**src/rtl/fp_add_arbiter.sv**
```systemverilog
// Round-robin arbiter sharing one registered fp16 adder between NREQ requesters,
// with a credit-guarded result FIFO. Define FPADD_ARB_STATS_EN for issue/stall counters.
module fp_add_arbiter #(
  parameter int NREQ  = 4,
  parameter int LAT   = 1,
  parameter int DEPTH = 3
) (
  input  logic               CLK,
  input  logic               RESET,
  input  logic [NREQ-1:0]    req_valid,
  input  logic [16*NREQ-1:0] req_a,
  input  logic [16*NREQ-1:0] req_b,
  output logic [NREQ-1:0]    req_ready,
  output logic [15:0]        add_a,
  output logic [15:0]        add_b,
  input  logic [15:0]        add_sum,
  output logic [NREQ-1:0]    rsp_valid,
  output logic [15:0]        rsp_sum,
  input  logic [NREQ-1:0]    rsp_ready
`ifdef FPADD_ARB_STATS_EN
  ,
  output logic [15:0]        issue_cnt,
  output logic [15:0]        stall_cnt
`endif
);

  localparam int IW = (NREQ > 1) ? $clog2(NREQ) : 1;
  localparam int AW = (DEPTH > 1) ? $clog2(DEPTH) : 1;
  localparam int CW = $clog2(DEPTH + 1);

  logic [IW-1:0] ptr_q, ptr_d;
  logic [15:0]   add_a_q, add_b_q;
  logic [LAT:0]  tag_v_q;
  logic [IW-1:0] tag_id_q [0:LAT];
  logic [15:0]   mem_sum_q [0:DEPTH-1];
  logic [IW-1:0] mem_id_q [0:DEPTH-1];
  logic [AW-1:0] wr_ptr_q, wr_ptr_d;
  logic [AW-1:0] rd_ptr_q, rd_ptr_d;
  logic [CW-1:0] cnt_q, cnt_d;
  logic [15:0]   rsp_sum_q;

  logic          credit_ok;
  logic          hs;
  logic [IW-1:0] gnt_idx;
  logic [NREQ-1:0] grant;
  logic          push, pop, empty;
  logic [IW-1:0] head_id;

  // Credits count both queued results and adds still in the tag pipe, so the
  // non-stallable adder can never push into a full FIFO.
  always_comb begin : arb
    int tmp;
    logic [IW-1:0] idx;
    tmp       = 0;
    idx       = '0;
    grant     = '0;
    hs        = 1'b0;
    gnt_idx   = '0;
    credit_ok = (int'(cnt_q) + $countones(tag_v_q)) < DEPTH;
    if (credit_ok && !RESET) begin
      for (int k = 0; k < NREQ; k++) begin
        tmp = int'(ptr_q) + k;
        if (tmp >= NREQ) tmp = tmp - NREQ;
        idx = IW'(tmp);
        if (!hs && req_valid[idx]) begin
          hs         = 1'b1;
          grant[idx] = 1'b1;
          gnt_idx    = idx;
        end
      end
    end
  end

  assign req_ready = grant;

  always_comb begin
    ptr_d = ptr_q;
    if (hs) ptr_d = (gnt_idx == IW'(NREQ - 1)) ? '0 : gnt_idx + IW'(1);
  end

  assign empty   = (cnt_q == '0);
  assign head_id = mem_id_q[rd_ptr_q];
  assign push    = tag_v_q[LAT];
  assign pop     = !empty && rsp_ready[head_id];

  always_comb begin
    wr_ptr_d = wr_ptr_q;
    rd_ptr_d = rd_ptr_q;
    cnt_d    = cnt_q;
    if (push) wr_ptr_d = (wr_ptr_q == AW'(DEPTH - 1)) ? '0 : wr_ptr_q + AW'(1);
    if (pop)  rd_ptr_d = (rd_ptr_q == AW'(DEPTH - 1)) ? '0 : rd_ptr_q + AW'(1);
    if (push && !pop)      cnt_d = cnt_q + CW'(1);
    else if (!push && pop) cnt_d = cnt_q - CW'(1);
  end

  always_ff @(posedge CLK or posedge RESET) begin
    if (RESET) begin
      ptr_q     <= '0;
      add_a_q   <= '0;
      add_b_q   <= '0;
      tag_v_q   <= '0;
      for (int k = 0; k <= LAT; k++) tag_id_q[k] <= '0;
      wr_ptr_q  <= '0;
      rd_ptr_q  <= '0;
      cnt_q     <= '0;
      rsp_sum_q <= '0;
    end else begin
      ptr_q <= ptr_d;
      if (hs) begin
        add_a_q <= req_a[16*gnt_idx +: 16];
        add_b_q <= req_b[16*gnt_idx +: 16];
      end
      tag_v_q     <= {tag_v_q[LAT-1:0], hs};
      tag_id_q[0] <= gnt_idx;
      for (int k = 1; k <= LAT; k++) tag_id_q[k] <= tag_id_q[k-1];
      wr_ptr_q <= wr_ptr_d;
      rd_ptr_q <= rd_ptr_d;
      cnt_q    <= cnt_d;
      if (!empty) rsp_sum_q <= mem_sum_q[rd_ptr_q];
    end
  end

  // Storage needs no reset: entries are only visible through the counted range.
  always_ff @(posedge CLK) begin
    if (push) begin
      mem_sum_q[wr_ptr_q] <= add_sum;
      mem_id_q[wr_ptr_q]  <= tag_id_q[LAT];
    end
  end

  assign add_a     = add_a_q;
  assign add_b     = add_b_q;
  assign rsp_valid = empty ? '0 : (NREQ'(1) << head_id);
  assign rsp_sum   = empty ? rsp_sum_q : mem_sum_q[rd_ptr_q];

`ifdef FPADD_ARB_STATS_EN
  logic [15:0] issue_cnt_q, stall_cnt_q;

  always_ff @(posedge CLK or posedge RESET) begin
    if (RESET) begin
      issue_cnt_q <= '0;
      stall_cnt_q <= '0;
    end else begin
      if (hs) issue_cnt_q <= issue_cnt_q + 16'd1;
      if (|req_valid && !credit_ok) stall_cnt_q <= stall_cnt_q + 16'd1;
    end
  end

  assign issue_cnt = issue_cnt_q;
  assign stall_cnt = stall_cnt_q;
`endif

endmodule

```
**config.mk**
```make
export PLATFORM = sky130hd
export DESIGN_NAME = fp_add_arbiter
export DESIGN_NICKNAME = d
export VERILOG_FILES = /design/src/rtl/fp_add_arbiter.sv
export SDC_FILE = /design/constraint.sdc
export NUM_CORES = 1
export LEC_CHECK = 0
export CAP_MARGIN = 20
export CORE_UTILIZATION = 40
export CTS_CLUSTER_SIZE = 16
export DETAILED_ROUTE_END_ITERATION = 12
export GPL_ROUTABILITY_DRIVEN = 0
export PLACE_DENSITY = 0.69
export SETUP_SLACK_MARGIN = 0.02
export SLEW_MARGIN = 20
export SYNTH_ARGS = -nofsm -noshare
export SYNTH_HDL_FRONTEND = slang
export SYNTH_SLANG_ARGS = --single-unit
```
**constraint.sdc**
```tcl
create_clock -name CLK -period 8.5 [get_ports CLK]
set_input_delay 0.85 -clock CLK [delete_from_list [all_inputs] [get_ports CLK]]
set_output_delay 0.85 -clock CLK [all_outputs]
set_load 0.05 [all_outputs]
```
=== Yosys cells after proc, flatten, opt, wreduce, memory -nomap -nowiden ===
Memory sizes are Yosys's and may differ from the RTL's.
Cells that the tools add are included.
W data, S select, Z words.

* Latch bits: 0
* Logic and storage cells: 125
* Register bits: 62
* Bits in read-only memories: 0
* Memories kept: 2
* Bits of input ports: 154
* Output and inout bits: 56
* RAM bits: 54

{| class="wikitable"
|+ Memory list
! name !! depth !! width !! rd ports !! clocked after memory_dff !! wr ports !! RTL line !! text
|-
| mem_sum_q || 3 || 16 || 1 || 0 || 1 || 35 || <nowiki>logic [15:0] mem_sum_q [0:DEPTH-1];</nowiki>
|-
| mem_id_q || 3 || 2 || 1 || 0 || 1 || 36 || <nowiki>logic [IW-1:0] mem_id_q [0:DEPTH-1];</nowiki>
|}

* Magnitude comparators: 14
* Mux-type cells: 56
* Multiply operators: 0
* Bitwise gates (word level): 3
* Equality and inequality tests: 3
* Reductions and logical operators: 20
* $add $sub $neg: 14
* Shift-type cells: 3
* Div/mod/pow operators: 0

{| class="wikitable"
|+ Operator list
! cell !! number
|-
| $shiftx A64 B7 Y16 || 2
|-
| $mux W2 || 18
|-
| $mux W4 || 9
|-
| $mux W1 || 19
|-
| $mux W16 || 1
|-
| $lt A2 B3 Y1 const B || 5
|-
| $or A4 B4 Y4 || 3
|-
| $logic_and A1 B1 Y1 || 11
|-
| $bmux W1 S2 || 5
|-
| $sub A2 B1 Y2 const B || 5
|-
| $ge A3 B3 Y1 const B || 3
|-
| $add A2 B1 Y2 const B || 4
|-
| $demux W1 S2 || 4
|-
| $ge A2 B1 Y1 const B || 4
|-
| $logic_not A1 Y1 || 7
|-
| $add A2 B2 Y3 const B || 2
|-
| $eq A2 B2 Y1 const B || 3
|-
| $shl A1 B2 Y4 const A || 1
|-
| $add A2 B1 Y3 const B || 1
|-
| $add A2 B2 Y3 || 1
|-
| $ge A2 B3 Y1 const B || 1
|-
| $lt A3 B2 Y1 const B || 1
|-
| $add A1 B1 Y2 || 1
|-
| $logic_not A2 Y1 || 1
|-
| $reduce_bool A2 Y1 || 1
|}

=== Depth between registers and ports, before layout ===
Gate-level depths: netlist of run 1.

* Word-level depth: 23
* Depth in mapped cells: 12
* Mapped depth without buffers: 9

=== Worst setup path before layout of run 1 ===
Ideal clock, no wire load.

* Path kind: register to output
* Start point: register ptr_q[0]
* End point: output req_ready[0]
* Slack: 4.798 ns
* Arrival time: 2.852 ns
* Stages on the path, launching flop included: 11
* Cell sequence: dfrtp_1 -> buf_2 -> inv_1 -> ha_1 -> buf_6 -> mux4_2 -> nor2b_4 -> a22oi_1 -> nor2_1 -> a221oi_1 -> nor2_1

* Cells in the longest elaborated chain, start to end: 19
* Elaborated cells on any way between the ends: 70
* Those cells by class: add/sub (7); order compare (12); mux (38); bitwise (3); reduce/logical (10)

{| class="wikitable"
|+ Ends and longest elaborated chain
! item !! RTL line !! text
|-
| start, declared || 31 || <nowiki>logic [IW-1:0] ptr_q, ptr_d;</nowiki>
|-
| start signal, assigned || 108 || <nowiki>ptr_q <= ptr_d;</nowiki>
|-
| parallel branches: the longest is 17 deep, another holds $add A2 B1 Y3 || - ||
|-
| $mux W4 * || 65 || <nowiki>if (!hs && req_valid[idx]) begin</nowiki>
|-
| $mux W4 * || 60 || <nowiki>if (credit_ok && !RESET) begin</nowiki>
|-
| end, declared || 13 || <nowiki>output logic [NREQ-1:0] req_ready,</nowiki>
|}

Every way passes the cells marked *. The select of a mux whose other input is x is not followed.

=== Final worst setup path of run 1 ===
* Start point: register ptr_q[0]
* End point: output req_ready[3]

Same word-level chain as after synthesis.

==> flow_summary.yaml, run 1 <==
synthesis:
  synth_cells: 455
  synth-edff-count: 54
  yosysTopAreaCell: "edfxtp_1"
  yosysUniqueCellTypes: 43
  synth_top_area_share_pct: 27.9
  synthArstFlopShare_pct: 53.4
  seq_area_frac_synth_pct: 54.5
  avgSynthCellArea_um2: 12.8
  synth_warnings: 0
  syn-cell-area_mm2: 0.00582
  syn-num-nets: 620
  synth_area_leaders: "edfxtp_1 (28%), dfrtp_1 (27%), mux2i_1 (15%)"
  synth_seq_cells: 116
  synth_flop_cell: "dfrtp_1"
timing:
  fmax_mhz: 197
  worst_slew_pin_slew_ns: 1.05
  rsz0062_at_grt: "false"
  setup_viol: 0
  hold_viol: 0
  fin_crit_ns: 5.08
  skew_ns: 0.00933
  max_slew_margin_pct: 29.9
  drv_slew: 0
  finalSetupTns_ns: 0
  min_period_over_period_pct: 59.7
power_and_ir_drop:
  ir_worst_vdd_uv: 204
  power_mw: 3.94
  p_leak_nw: 3.38
  p_per_area_mw_per_mm2: 454
clock_network:
  clk_latency_ns: 0.41
  clockBufferDepth: 2
  cts_tree: "done"
  cts.clk_slew.worst_paths_ns: 0.05
  cts_setup_buffers: 0
  h-tree-depth: 4
  cts_hold_buf: 0
  cts-root-buf: "clkbuf_16"
  cts_buffers: 17
  clock-sinks: 116
  post_cts_resized: 0
worst_hold_path:
  hold_start: "tag_id_q[3]"
  hp-class: "flip-flop to flip-flop"
  worstHoldPathCells: 0
  min_to: "tag_id_q[1]"
placed_design:
  dp.final_hpwl_um: 11200
  place_area_mm2: 0.00803
  numPortBuffers: 209
floorplanning:
  rows: 43
  io_pins: 210
  die_area_mm2: 0.0150
  dieWidth_um: 123
  core_mm2: 0.0140
  die_h_um: 123
  start_util_pct: 41.5
drt:
  dr.pass1.iters: 4
  dr.first_iter.drc_count: 284
  vias_per_cell: 5.15
  via_count: 4397
  detail-route-antenna-nets: 0
  wirelength_um: 15500
  drc: 0
  wire_per_inst_um: 18.2
global_routing:
  grt_antenna_before_repair: 0
  grt_usage_pct: 21.6
  grt_overflow: 0
  grt_max_degree: 50
  grt_pass1_vias: 4585
  grt_pass1_wl_um: 24200
layout:
  drive_above_1_share_pct: 12.2
  n_antenna_cell: 0
  finish.net_count: 825
  final_area_mm2: 0.00868
  synthToLayoutAreaGrowth_pct: 49.1
worst_setup_path:
  rr_startpoint: "ptr_q[0]"
  critPathLaunchType: "flip-flop"
  cp.arrival_ns: 4.23
  reg2reg_depth: 9
  worstSetupEndpointType: "output port"
  critPathKind: "flip-flop to output port"
  r2r-end: "add_b[10]"
  r2r_setup_slack_ns: 4.24
  required_ns: 7.65
  worstPathMaxFanout: 15
run:
  maxCapViolations: 0
outcome:
  outcome: "completed"
==> how the worst max path moves through the flow <==
stage	from	to	slack [ns]	depth (start not counted)
finish	ptr_q[0]	req_ready[3]	3.42	8
global route	ptr_q[0]	req_ready[0]	3.12	8
CTS	ptr_q[0]	req_ready[3]	3.49	8
detailed placement	req_valid[2]	req_ready[3]	3.88	7
global placement	req_valid[2]	req_ready[1]	4.04	7
floorplan	ptr_q[0]	req_ready[0]	4.80	10
==> metrics by stage <==
stage	setup WS (ns)	hold slack (ns)	std cells	utilization (%)
CTS	3.49	0.344	852	61.7
floorplan	4.80	0.331	455	-
global placement	4.04	0.334	819	57.1
global route	3.12	0.357	853	61.8
finish	3.42	0.345	853	61.8
detailed placement	3.88	0.335	820	57.2
==> Yosys cell counts, types with 2 or more instances <==
cell / count
mux2i_1: 85
dfrtp_1: 62
edfxtp_1: 54
nand2_1: 51
nor2_1: 32
o221ai_2: 27
o21ai_0: 20
a21oi_1: 19
buf_2: 10
ha_1: 10
clkbuf_1: 9
inv_1: 7
nor3b_1: 6
a22oi_1: 5
buf_4: 5
o221ai_1: 5
a221oi_1: 4
nor3_1: 4
a21o_1: 3
buf_12: 3
mux4_2: 3
xor2_1: 3
buf_1: 2
buf_6: 2
mux2_2: 2
nand2b_1: 2
nor2b_1: 2
o211ai_2: 2
o21a_1: 2
==> sequential cells by signal, summed over array words and instances, names as in the netlist <==
name,flops
add_a,16
tag_id_q,4
ptr_q,2
mem_id_q,6
rsp_sum_q,16
rd_ptr_q,2
cnt_q,2
add_b,16
wr_ptr_q,2
mem_sum_q,48
tag_v_q,2
==> worst max-delay path, cell delays in order, from the launching register on <==
cell	delay, ns
dfrtp_1	0.69
inv_1	0.27
ha_1	0.56
nor2b_1	0.20
a21oi_1	0.09
o31ai_1	0.79
a221oi_1	0.25
nor2_1	0.15
clkdlybuf4s50_1	0.82
==> per-layer routing <==
| metal | vias up | track usage, % | part of all wire, % | routed length, um |
|---|---|---|---|---|
| li1 | 2116 | - | - | - |
| met1 | 2096 | 23.4 | 38 | 5950 |
| met2 | 162 | 37.1 | 50 | 7820 |
| met3 | 23 | 9.48 | 9.3 | 1450 |
| met4 | 0 | 8.16 | 1.9 | 293 |
| met5 | - | 0 | 0 | 0 |
==> power by group <==
part | leakage, nW | internal, mW | switching, mW | total [mW]
clock network | 0.310 | 0.524 | 0.239 | 0.763
logic | 1.82 | 0.838 | 1.39 | 2.23
registers | 1.25 | 0.807 | 0.140 | 0.946
==> layout by cell type (no fill, tap or decap), types with 6 or more instances in the layout <==
cell type	netlist	layout
inv_1	7	6
o221ai_2	27	27
buf_4	5	6
mux2i_1	85	85
ha_1	10	10
edfxtp_1	54	54
o21ai_0	20	20
a21oi_1	19	19
nor2_1	32	30
nand2_1	51	50
clkbuf_16	0	17
clkdlybuf4s50_1	0	209
dfrtp_1	62	61
==> cell families after synthesis <==
kind of cell,after synthesis,synth area share [%]
xor gates and xnor gates,4,0.602
AOI/OAI and AO/OA,95,14.5
DFF,116,54.5
adders and majority gates,11,2.49
muxes,91,16.4
and+or+nand+nor,100,7.37
buffers and inverters,38,4.08
==> cell type report <==
class	instances	area, um^2
Sequential cell	116	3170
Inverter	7	26.3
Clock buffer	21	450
Clock inverter	11	181
Tap cell	180	225
Multi-Input combinational cell	301	2460
Timing Repair Buffer	217	2160
Fill cell	1119	5360
No activity file was read; power rests on OpenSTA's default activity.
==> run 2, diff against run 1 <==
--- a/config.mk
+++ b/config.mk
@@ -10,7 +10,7 @@
 export CTS_CLUSTER_SIZE = 16
 export DETAILED_ROUTE_END_ITERATION = 12
 export GPL_ROUTABILITY_DRIVEN = 0
-export PLACE_DENSITY = 0.69
+export PLACE_DENSITY = 0.72
 export SETUP_SLACK_MARGIN = 0.02
 export SLEW_MARGIN = 20
 export SYNTH_ARGS = -nofsm -noshare
==> constraint.sdc (replaced) <==
create_clock -name CLK -period 4.45 [get_ports CLK]
set_input_delay 0.445 -clock CLK [delete_from_list [all_inputs] [get_ports CLK]]
set_output_delay 0.445 -clock CLK [all_outputs]
set_load 0.05 [all_outputs]
==> flow_summary.yaml, run 2 (same netlist as run 1, synthesis figures left out) <==
floorplanning:
  core_mm2: 0.0140
  start_util_pct: 41.5
  die_h_um: 123
  die_area_mm2: 0.0150
  io_pins: 210
  dieWidth_um: 123
  rows: 43
power_and_ir_drop:
  p_seq_share_pct: 24.1
  switching_power_mw: 3.41
  swShare_pct: 45.9
  pwr-share-clk_pct: 18.5
  power_frac_comb_pct: 57.4
  p_per_area_mw_per_mm2: 859
  ir_worst_vdd_uv: 508
  p_leak_nw: 3.38
  intPower_mw: 4.03
worst_setup_path:
  cp.arrival_ns: 3.81
  worstPathCellList: "inv_1, ha_1, mux4_2, nor2b_4, a22oi_1, nor2_1, a221oi_1, nor2_1, clkdlybuf4s50_1"
  critPathLaunchType: "flip-flop"
  crit_path_frequent_cell: "nor2_1"
  worstSetupEndpointType: "output port"
  reg2reg_depth: 9
  worst-path-buf-inv: 2
  worstPathMaxFanout: 15
  crit_family: "buffers and inverters"
  r2r-end: "add_b[7]"
  startpoint: "ptr_q[0]"
  r2r_setup_slack_ns: 0.92
  required_ns: 4.01
  slowest_delay_ns: 0.82
  critPathKind: "flip-flop to output port"
  rr_startpoint: "ptr_q[0]"
  slowest_stage: "clkdlybuf4s50_1"
layout:
  n_antenna_cell: 0
  finish.net_count: 828
  largest_register_ffs: 48
  regMostFlops: "mem_sum_q"
  synthToLayoutAreaGrowth_pct: 48.8
  final_cell_mix: "clkdlybuf4s50_1 (208), mux2i_1 (85), dfrtp_1 (61)"
  final_common_cell: "clkdlybuf4s50_1"
  final-instance-count-excl-fill: 856
  drive_above_1_share_pct: 13.0
timing:
  worst_slew_pin_slew_ns: 1.06
  min_period_over_period_pct: 95.7
  max_slew_margin_pct: 29.6
  setup_viol: 0
  hold_viol: 0
  fmax_mhz: 235
  drv_slew: 0
  skew_ns: 0.0108
  fin_crit_ns: 4.26
  finalSetupTns_ns: 0
  rsz0062_at_grt: "false"
drt:
  vias_per_cell: 5.13
  dr.first_iter.drc_count: 231
  wire_per_inst_um: 18.1
  via_count: 4394
  dr.pass1.iters: 7
  wirelength_um: 15500
  drc: 0
  detail-route-antenna-nets: 0
run:
  maxCapViolations: 0
clock_network:
  h-tree-depth: 4
  cts.clk_slew.worst_paths_ns: 0.05
  cts_tree: "done"
  cts_setup_buffers: 0
  clockBufferDepth: 2
  cts-root-buf: "clkbuf_16"
  cts_buffers: 17
  clock-sinks: 116
  clk_latency_ns: 0.41
  cts_hold_buf: 0
global_routing:
  grt_overflow: 0
  grt_antenna_before_repair: 0
  grt_pass1_vias: 4581
  grt_usage_pct: 21.6
  grt_pass1_wl_um: 24000
  grt_max_degree: 36
worst_hold_path:
  hold_start: "tag_id_q[3]"
  hp-class: "flip-flop to flip-flop"
  min_to: "tag_id_q[1]"
  worstHoldPathCells: 0
placed_design:
  dp.final_hpwl_um: 11100
  dp_cells: 824
  numPortBuffers: 209
outcome:
  outcome: "completed"
## run 2: changes by cell type in the layout (fill, tap and decap cells not counted), sizes merged
| cell | before | now |
|---|---|---|
| dlymetal6s2s | 0 | 1 |
| clkinvlp | 0 | 4 |
| clkbuf | 21 | 19 |
| clkdlybuf4s50 | 209 | 208 |
| bufinv | 5 | 3 |
| buf | 8 | 11 |
| inv | 7 | 9 |
| clkinv | 6 | 4 |
## run 2: what timing repair did
action	4_1_cts	5_1_grt
gates cloned	0	0
resized for setup	1	1
pin swaps	0	0
endpoints found under the setup margin	1	1
## run 2: power groups by stage
stage	Clock, mW	Combinational, mW	Sequential [mW]
3_5_place_dp	0	4.30	1.79
5_1_grt	1.44	4.56	1.83
3_3_place_gp	0	4.22	1.78
4_1_cts	1.40	4.31	1.79
2_1_floorplan	0	2.68	2.24
6_report	1.37	4.27	1.79
## run 2: stage by stage
step	power (mW)	area [um^2]	hold WS (ns)	worst slack [ns]	util, %
floorplan	4.92	5820	0.331	1.15	-
global placement	6.00	8060	0.333	0.640	57.4
detailed placement	6.09	8060	0.341	0.454	57.4
CTS	7.49	8660	0.350	0.217	61.7
global route	7.83	8660	0.353	0.0674	61.7
finish	7.44	8660	0.348	0.192	61.7
## run 2: area by class of cell
cell class              count  area (um^2)
repair buffers            220         2180
clock buffers              19          443
inverters                   7         26.3
well taps                 180          225
clock inverters            13          156
flip-flops and latches    116         3170
multi-input cells         301         2460
fillers                  1093         5380
## run 2: layer usage
layer | vias up | global-route usage (%) | part of all wire [%]
li1 | 2117 | - | -
met4 | 0 | 8.54 | 2.0
met1 | 2079 | 24.6 | 40
met2 | 176 | 35.2 | 49
met3 | 22 | 9.67 | 9.1
met5 | - | 0 | 0
## run 2: how the worst max path moves through the flow
stage,end,slack (ns),depth (start not counted)
4_1_cts,req_ready[1],0.22,9
6_report,req_ready[1],0.19,9
5_1_grt,req_ready[1],0.07,9
2_1_floorplan,req_ready[0],1.15,10
3_3_place_gp,req_ready[3],0.64,9
3_5_place_dp,req_ready[1],0.45,9
==> run 3, diff against run 2 <==
--- a/config.mk
+++ b/config.mk
@@ -5,11 +5,10 @@
 export SDC_FILE = /design/constraint.sdc
 export NUM_CORES = 1
 export LEC_CHECK = 0
-export CAP_MARGIN = 20
+export CAP_MARGIN = 25
 export CORE_UTILIZATION = 40
 export CTS_CLUSTER_SIZE = 16
 export DETAILED_ROUTE_END_ITERATION = 12
-export GPL_ROUTABILITY_DRIVEN = 0
 export PLACE_DENSITY = 0.72
 export SETUP_SLACK_MARGIN = 0.02
 export SLEW_MARGIN = 20
==> flow_summary.yaml, run 3 (same netlist as run 1, synthesis figures left out) <==
placed_design:
  dp.final_hpwl_um: 11300
  gp_congestion: 0.856
  numPortBuffers: 209
floorplanning:
  die_area_mm2: 0.0150
  core_mm2: 0.0140
  start_util_pct: 41.5
  rows: 43
  dieWidth_um: 123
  die_h_um: 123
  io_pins: 210
worst_setup_path:
  critPathKind: "flip-flop to output port"
  r2r_setup_slack_ns: 1.08
  critPathLaunchType: "flip-flop"
  cp.depth: 9
  reg2reg_depth: 9
  rr_startpoint: "ptr_q[1]"
  worstPathCellList: "inv_1, ha_1, mux4_2, nor2b_4, a22oi_1, nor2_1, a221oi_1, nor2_1, clkdlybuf4s50_1"
  cp.arrival_ns: 3.69
  worstSetupEndpointType: "output port"
  startpoint: "ptr_q[1]"
  crit_path_end: "req_ready[0]"
  worstPathMaxFanout: 10
  worst-path-buf-inv: 2
  slowest_stage: "clkdlybuf4s50_1"
  crit_path_frequent_cell: "nor2_1"
  r2r-end: "add_a[2]"
  required_ns: 4.01
  crit_family: "buffers and inverters"
  slowest_delay_ns: 0.81
clock_network:
  clk_latency_ns: 0.41
  cts_setup_buffers: 0
  clock-sinks: 116
  cts_tree: "done"
  cts_hold_buf: 0
  clockBufferDepth: 2
  cts-root-buf: "clkbuf_16"
  h-tree-depth: 4
  cts_buffers: 17
  post_cts_resized: 0
  cts.clk_slew.worst_paths_ns: 0.05
layout:
  final_cell_mix: "clkdlybuf4s50_1 (209), mux2i_1 (85), dfrtp_1 (62)"
  final_common_cell: "clkdlybuf4s50_1"
  finish.net_count: 831
  n_antenna_cell: 0
  synthToLayoutAreaGrowth_pct: 49.0
  largest_register_ffs: 48
  drive_above_1_share_pct: 13.3
  multi_input_area_mm2: 0.00246
  regArea_mm2: 0.00317
  regMostFlops: "mem_sum_q"
  fill_cells: 1076
timing:
  finalSetupTns_ns: 0
  setup_viol: 0
  worst_slew_pin_slew_ns: 0.937
  fmax_mhz: 242
  hold_viol: 0
  rsz0062_at_grt: "false"
  skew_ns: 0.00691
  max_slew_margin_pct: 37.4
  drv_slew: 0
  holdWs_ns: 0.346
  min_period_over_period_pct: 92.9
  fin_crit_ns: 4.13
global_routing:
  grt_usage_pct: 21.9
  grt_antenna_before_repair: 0
  grt_pass1_wl_um: 24400
  grt_max_degree: 42
  grt_pass1_vias: 4801
  grt_overflow: 0
power_and_ir_drop:
  ir_worst_vdd_uv: 487
  p_per_area_mw_per_mm2: 854
  p_leak_nw: 3.38
outcome:
  outcome: "completed"
drt:
  vias_per_cell: 5.23
  wire_per_inst_um: 18.1
  wirelength_um: 15500
  dr.first_iter.drc_count: 184
  via_count: 4493
  detail-route-antenna-nets: 0
  dr.pass1.iters: 5
  drc: 0
run:
  maxCapViolations: 0
worst_hold_path:
  hp-class: "flip-flop to flip-flop"
==> run 3: cell count changes in the layout (fill, tap and decap cells not counted), sizes merged <==
cell           before  now
buf                11   14
bufinv              3    2
clkbuf             19   21
clkdlybuf4s50     208  209
clkinv              4    7
clkinvlp            4    2
dlymetal6s2s        1    0
inv                 9    7
==> run 3: final cells by class <==
cell class                      instances  share of cell area (%)
Clock buffer                           21                    5.42
Clock inverter                         11                    1.26
Multi-Input combinational cell        301                    28.3
Tap cell                              180                    2.60
Inverter                                7                   0.303
Timing Repair Buffer                  223                    25.5
Sequential cell                       116                    36.6
==> run 3: worst min-delay path by stage <==
stage	startpoint	endpoint	slack, ns	cells after the start
3_3_place_gp	tag_id_q[2]	tag_id_q[0]	0.34	0
2_1_floorplan	tag_id_q[2]	tag_id_q[0]	0.33	0
5_1_grt	tag_id_q[2]	tag_id_q[0]	0.36	0
3_5_place_dp	tag_id_q[2]	tag_id_q[0]	0.34	0
4_1_cts	tag_id_q[2]	tag_id_q[0]	0.35	0
6_report	tag_id_q[2]	tag_id_q[0]	0.35	0
==> run 3: through the flow <==
step	utilization [%]	instances	setup slack (ns)	area (um^2)	power, mW
6_report	61.8	859	0.316	8670	7.41
3_5_place_dp	57.6	826	0.780	8080	6.14
3_3_place_gp	57.6	826	0.896	8080	6.05
5_1_grt	61.8	859	0.137	8670	7.83
2_1_floorplan	-	455	1.15	5820	4.92
4_1_cts	61.7	858	0.321	8660	7.48
==> run 3: layer usage <==
| metal | part of all wire [%] | vias up | global-route usage (%) |
|---|---|---|---|
| met5 | 0 | - | 0 |
| met4 | 2.2 | 0 | 7.32 |
| met3 | 9.4 | 25 | 10.5 |
| met2 | 51 | 170 | 37.5 |
| met1 | 38 | 2179 | 23.4 |
| li1 | - | 2119 | - |
==> run 3: report_power, final <==
group | switching, mW | total, mW | internal (mW)
Sequential | 0.228 | 1.77 | 1.54
Combinational | 2.70 | 4.32 | 1.63
Clock | 0.461 | 1.32 | 0.858
Total | 3.39 | 7.41 | 4.02
